[src/rtl/mem_stage.sv]
// Memory stage: issues LW/SW to a variable-latency en/valid data memory and selects the writeback value.
// Latency: non-memory ops and misaligned accesses pass through in 0 cycles; aligned accesses stall 2 + memory wait cycles.
// Backpressure: stall freezes upstream stages from detection until the DONE cycle; a missing response aborts after TIMEOUT cycles.
module mem_stage #(
  // Cycles to wait for mem_valid after mem_en before aborting (2..255)
  parameter int unsigned TIMEOUT = 64
) (
  input  logic        clk,
  input  logic        rst,
  input  logic [15:0] aluout,
  input  logic [15:0] SrcData2,
  input  logic        memread,
  input  logic        memwrite,
  output logic [15:0] mem_addr,
  output logic [15:0] mem_wdata,
  output logic        mem_en,
  output logic        mem_wr,
  input  logic [15:0] mem_rdata,
  input  logic        mem_valid,
  output logic [15:0] wbdata,
  output logic        stall,
  output logic        err
);

  typedef enum logic [1:0] {
    IDLE = 2'd0,
    WAIT = 2'd1,
    DONE = 2'd2
  } state_t;

  // Counter value at which an unanswered request is abandoned
  localparam logic [7:0] CNT_LAST = 8'(TIMEOUT - 1);

  state_t      state;
  logic [15:0] load_q;
  logic [7:0]  cnt;

  logic access;
  logic accept;

  // Both strobes high is treated as a store since mem_wr follows memwrite
  assign access = memread | memwrite;

  // The response is only honoured after the request cycle, never alongside mem_en
  assign accept = (state == WAIT) & ~mem_en & mem_valid;

  // Access sequencer: request issue, response wait with timeout, one-cycle completion
  always_ff @(posedge clk) begin
    if (rst) begin
      state     <= IDLE;
      mem_en    <= 1'b0;
      mem_wr    <= 1'b0;
      mem_addr  <= 16'h0000;
      mem_wdata <= 16'h0000;
      load_q    <= 16'h0000;
      cnt       <= 8'd0;
      err       <= 1'b0;
    end else begin
      // Strobes default low so each is a single-cycle pulse
      mem_en <= 1'b0;
      err    <= 1'b0;
      case (state)
        IDLE: begin
          if (access) begin
            if (aluout[0]) begin
              // Halfword access to an odd address: flag it, never touch memory
              err <= 1'b1;
            end else begin
              mem_addr  <= aluout;
              mem_wdata <= SrcData2;
              mem_wr    <= memwrite;
              mem_en    <= 1'b1;
              cnt       <= 8'd0;
              state     <= WAIT;
            end
          end
        end
        WAIT: begin
          if (accept) begin
            if (!mem_wr) begin
              load_q <= mem_rdata;
            end
            state <= DONE;
          end else if (cnt == CNT_LAST) begin
            // Abandon the access; a load returns zero and the error is seen in DONE
            load_q <= 16'h0000;
            err    <= 1'b1;
            state  <= DONE;
          end else begin
            cnt <= cnt + 8'd1;
          end
        end
        DONE: begin
          // Inputs still carry the completed instruction, so never restart here
          state <= IDLE;
        end
        default: begin
          state <= IDLE;
        end
      endcase
    end
  end

  // Stall and writeback selection from current state and the instruction on the inputs
  always_comb begin
    stall  = 1'b0;
    wbdata = aluout;
    case (state)
      IDLE: begin
        if (access) begin
          if (aluout[0]) begin
            wbdata = 16'h0000;
          end else begin
            stall = 1'b1;
          end
        end
      end
      WAIT: begin
        stall = 1'b1;
      end
      DONE: begin
        if (!mem_wr) begin
          wbdata = load_q;
        end
      end
      default: begin
        stall = 1'b0;
      end
    endcase
  end

endmodule

[config.mk]
export PLATFORM = sky130hd
export DESIGN_NAME = mem_stage
export DESIGN_NICKNAME = d
export VERILOG_FILES = /design/src/rtl/mem_stage.sv
export SDC_FILE = /design/constraint.sdc
export NUM_CORES = 1
export LEC_CHECK = 0
export CAP_MARGIN = 20
export CORE_MARGIN = 2
export CORE_UTILIZATION = 46
export DETAILED_ROUTE_END_ITERATION = 16
export GPL_TIMING_DRIVEN = 0
export PLACE_DENSITY = 0.85
export SLEW_MARGIN = 5
export SYNTH_ARGS = -nofsm -noshare
export SYNTH_HDL_FRONTEND = slang
export SYNTH_SLANG_ARGS = --single-unit
export TNS_END_PERCENT = 30
[constraint.sdc]
create_clock -name clk -period 3.1 [get_ports clk]
set_input_delay 0.31 -clock clk [delete_from_list [all_inputs] [get_ports clk]]
set_output_delay 0.31 -clock clk [all_outputs]
set_load 0.02 [all_outputs]
# Yosys cells after proc, flatten, opt, wreduce, memory -nomap -nowiden
# Index checks and enable logic that the tools add are counted.
dict set report totals {
  register_bits 60
  latchBits 0
  memories 0
  romBits 0
  mem_bits_rw 0
  inputBits 53
}
dict set report classes {
  n_eq_ne 9
  muxes 25
  n_reduce_logical 8
  add_sub_neg 1
  magnitude_cmp 0
  mul 0
  n_shift 0
  div 0
  bitwise 6
}
# op n
set ops {}
lappend ops {{two-way mux 16 bit} 6}
lappend ops {{two-way mux 8 bit} 4}
lappend ops {{one-hot mux 16 bit (2 select lines)} 1}
lappend ops {{one-hot mux 8 bit (2 select lines)} 1}
lappend ops {{inequality test 2 bit (second input constant)} 5}
lappend ops {{AND reduction 3 bit} 3}
lappend ops {{adder 8 x 1 -> 8 bit (second input constant)} 1}
lappend ops {{equality test 8 x 6 -> 1 bit (second input constant)} 1}
lappend ops {{two-way mux 2 bit} 4}
lappend ops {{two-way mux 1 bit} 6}
lappend ops {{AND reduction 5 bit} 1}
lappend ops {{one-hot mux 1 bit (2 select lines)} 2}
lappend ops {{one-hot mux 2 bit (2 select lines)} 1}
lappend ops {{nonzero test 2 bit} 2}
lappend ops {{inequality test 3 x 2 -> 1 bit (second input constant)} 1}
lappend ops {{inverter 1 bit} 3}
lappend ops {{bitwise AND 1 bit} 2}
lappend ops {{equality test 2 x 1 -> 1 bit (second input constant)} 1}
lappend ops {{equality test 2 bit (second input constant)} 1}
lappend ops {{zero test 2 bit} 1}
lappend ops {{OR reduction 2 bit} 1}
lappend ops {{OR 1 bit} 1}

# Logic depth before layout (Yosys ltp)
dict set report logic_depth {
  ltp_word 5
  ltp_mapped 7
  depth_no_buf 5
}

# Worst setup path before layout
# No wires, ideal clock.
dict set report synth_timing {
  path_type {input to output}
  from {in memwrite}
  to {out wbdata[10]}
  path_buffers 2
  arrival_time_ns 1.399
  path_slack_ns 1.391
  stages 5
  cell_sequence {or2_0 -> buf_2 -> a31oi_2 -> buf_2 -> a22o_1}
}
dict set report synth_via {
  elab_chain_cells 3
}
# element line
set synth_lines {}
lappend synth_lines {{start, declared} 13} ;# input logic memwrite,
lappend synth_lines {{OR 1 bit} 42} ;# assign access = memread | memwrite;
lappend synth_lines {{two-way mux 16 bit} 110} ;# if (access) begin
lappend synth_lines {{one-hot mux 16 bit (2 select lines)} 108} ;# case (state)
lappend synth_lines {{end, declared} 20} ;# output logic [15:0] wbdata,
# Every way passes these cells.

# Worst setup path after layout
dict set report layout_timing {
  from {in memwrite}
  to {out wbdata[15]}
}
# Same word-level chain as after synthesis.

==> out/summary.json <==
{
  "timing.critical_path.from": "memwrite",
  "antenna_found_initial": 0,
  "cts.htree.levels": 3,
  "drt_pre_antenna_iters": 4,
  "via_count": 2725,
  "required_arrival_time_at_the_worst_endpoint_ns": 2.79,
  "antenna_cells": 0,
  "setup_viol": 0,
  "timing.critical_path.to": "wbdata[15]",
  "ir_worst_vdd_mv": 0.354,
  "port-buffer-count": 102,
  "synthToLayoutAreaGrowth_pct": 49.0,
  "clkLatencyLatePin_ns": 0.34,
  "gp_congestion": 0.816,
  "grt_first_pass_wirelength_um": 11900,
  "achievable-frequency_ghz": 0.340,
  "drt_first_iter_violations": 135,
  "utilization_pct": 70.5,
  "grt_use_total_pct": 24.5,
  "cts-root-buf": "sky130_fd_sc_hd__clkbuf_8",
  "timing.clock.skew_ns": 0.00908,
  "share_of_synthesized_registers_carrying_an_async_set_or_reset_pct": 0,
  "die_height_um": 79,
  "totalNegativeSetupSlack_ns": 0,
  "timing.final.crit_share_pct": 94.8,
  "initial_utilization_pct": 47.3,
  "synth.ff_latch_count": 60,
  "layout-drive-gt1-share_pct": 8.22,
  "most-common-layout-cells": "sky130_fd_sc_hd__clkdlybuf4s50_1, sky130_fd_sc_hd__nand2_1, sky130_fd_sc_hd__dfxtp_1",
  "synthesis.area_per_instance_um2": 8.04,
  "io-pin-count": 105,
  "die-area_um2": 6240,
  "leakagePower_nw": 1.39,
  "via_count_of_the_first_global_routing_pass": 2598,
  "cts_tree": "yes",
  "core_region_area_um2": 5470,
  "synthesis.nets": 376,
  "hold_viol_final": 0,
  "cts.hold.buffers_added": 0,
  "final_net_count": 489,
  "ant_nets": 0,
  "post_synth_instance_area_um2": 2590,
  "cts_inserted_buffers": 9,
  "cts-resized-gates": 0,
  "dominantRegCellSynth": "sky130_fd_sc_hd__dfxtp_1",
  "slew_at_the_pin_closest_to_its_max_slew_limit_ns": 0.558,
  "post_cts_buffers": 0,
  "max_cap_violations": 0,
  "setup.worst_path.start_class": "input pin",
  "cts_num_sinks": 60,
  "grt_setup_unrepaired": "no",
  "drc_errors": 0,
  "post_synth_inst_count": 322,
  "r2r_slack_ns": 1.32,
  "timing.reg2reg.worst_path_depth": 6,
  "synth_warnings": 0,
  "die_x_um": 79,
  "dpl.cell_count": 496,
  "synth_edf_count": 0,
  "drv_slew": 0,
  "drt_wl_total_um": 7480,
  "layout_commonest_cell": "sky130_fd_sc_hd__clkdlybuf4s50_1",
  "grt_max_degree": 11,
  "hold_path_class": "register to register",
  "wl_per_cell_um": 14.7,
  "cp_max_fo": 10,
  "worst_slew_margin_rel_pct": 62.5,
  "clock_path_buffers": 2,
  "worstReg2RegEnd": "load_q[8]",
  "globalRouteOverflowTotal": 0,
  "seq_area_frac_synth_pct": 46.4,
  "cp.arrival_ns": 2.63,
  "status": "finished clean",
  "final.min_clock_period_ns": 2.94,
  "route.detailed.vias_per_inst": 5.34,
  "dp.final_hpwl_um": 5360,
  "number_of_placement_rows": 27,
  "clkSlewWorstSetupHoldPaths_ns": 0.06,
  "path_type_of_the_worst_setup_path": "input pin to output port",
  "nFillCells": 473,
  "endpoint_kind": "output port",
  "post_synth_num_cell_types": 44,
  "crit-reg2reg-launch": "cnt[0]",
  "power_per_cell_area_nw_per_um2": 478,
  "layout.cells.non_filler": 510
}
logic make-up (layout without fill, tap and decap cells):
| family | Yosys count | count (layout) | synth area share [%] |
|---|---|---|---|
| simple gates | 132 | 132 | 24.0 |
| buf+inv | 27 | 143 | 5.27 |
| compound gates | 100 | 100 | 23.3 |
| mux | 1 | 1 | 0.387 |
| flops | 60 | 60 | 46.4 |
| other cells | 1 | 1 | 0.145 |
| fa+ha+maj | 1 | 1 | 0.483 |
stage by stage:
step           setup slack [ns]  instance area (um2)  hold slack [ns]  total power [mW]
4_1_cts                   0.160                 3860            0.455              1.85
6_report                  0.161                 3860            0.454              1.84
2_1_floorplan              1.39                 2590            0.446              1.06
3_3_place_gp              0.230                 3700            0.442              1.26
5_1_grt                  0.0841                 3860            0.475              1.92
3_5_place_dp              0.158                 3700            0.446              1.27
final cells by class:
type | count | area (um2) | share of cell area (%)
Buffer | 26 | 133 | 3.44
Clock buffer | 12 | 145 | 3.76
Clock inverter | 2 | 12.5 | 0.324
Inverter | 1 | 3.75 | 0.0973
Multi-Input combinational cell | 235 | 1250 | 32.4
Sequential cell | 60 | 1200 | 31.1
Tap cell | 72 | 90.1 | 2.34
Timing Repair Buffer | 102 | 1020 | 26.5
synth_stat cells, types with 2 or more instances:
| library cell | n | area [um2] |
|---|---|---|
| sky130_fd_sc_hd__buf_2 | 10 | 50.1 |
| sky130_fd_sc_hd__and3_1 | 2 | 12.5 |
| sky130_fd_sc_hd__nand3_1 | 5 | 25.0 |
| sky130_fd_sc_hd__nand2b_1 | 2 | 12.5 |
| sky130_fd_sc_hd__dfxtp_1 | 60 | 1200 |
| sky130_fd_sc_hd__nor2_1 | 8 | 30.0 |
| sky130_fd_sc_hd__clkbuf_1 | 11 | 41.3 |
| sky130_fd_sc_hd__o21ai_0 | 9 | 45.0 |
| sky130_fd_sc_hd__or4_1 | 4 | 30.0 |
| sky130_fd_sc_hd__buf_4 | 4 | 30.0 |
| sky130_fd_sc_hd__o21ai_1 | 10 | 50.1 |
| sky130_fd_sc_hd__a31oi_1 | 5 | 31.3 |
| sky130_fd_sc_hd__nand2_1 | 90 | 338 |
| sky130_fd_sc_hd__a21oi_1 | 51 | 255 |
| sky130_fd_sc_hd__nor2b_1 | 2 | 12.5 |
| sky130_fd_sc_hd__a22o_1 | 16 | 140 |
| sky130_fd_sc_hd__nor3_1 | 5 | 25.0 |
| sky130_fd_sc_hd__nand4_1 | 2 | 12.5 |
layer usage:
metal / vias up / GRT usage (%) / part of all wire [%]
li1: 1352 / - / -
met1: 1240 / 28.9 / 39
met2: 114 / 40.4 / 50
met3: 19 / 8.64 / 8.2
met4: 0 / 10.7 / 2.9
met5: - / 0 / 0
worst min-delay path by stage:
stage | from | endpoint | slack [ns] | depth (start not counted)
3_3_place_gp | mem_wdata[10] | mem_wdata[10] | 0.44 | 2
3_5_place_dp | mem_addr[15] | mem_addr[15] | 0.45 | 2
6_report | mem_wdata[12] | mem_wdata[12] | 0.45 | 2
5_1_grt | mem_wdata[14] | mem_wdata[14] | 0.48 | 2
2_1_floorplan | aluout[10] | mem_addr[10] | 0.45 | 2
4_1_cts | mem_addr[15] | mem_addr[15] | 0.46 | 2
worst max-delay path, cell delays in order:
cell and delay [ns]:
sky130_fd_sc_hd__clkdlybuf4s50_1 0.42, sky130_fd_sc_hd__or2_0 0.22, sky130_fd_sc_hd__buf_2 0.17, sky130_fd_sc_hd__a31oi_2 0.40, sky130_fd_sc_hd__buf_2 0.32, sky130_fd_sc_hd__a22o_1 0.16, sky130_fd_sc_hd__clkdlybuf4s50_1 0.62
state kept, by name, indices dropped and copies added (netlist names):
name / count
cnt: 8
err: 1
load_q: 16
mem_addr: 15
mem_en: 1
mem_wdata: 16
mem_wr: 1
state: 2
report_power, final:
group | leakage [nW] | internal, mW | switching (mW)
clock network | 0.0783 | 0.302 | 0.285
registers | 0.489 | 0.809 | 0.0206
logic | 0.822 | 0.206 | 0.222
total | 1.39 | 1.32 | 0.528
No activity file was read; power rests on OpenSTA's default activity.
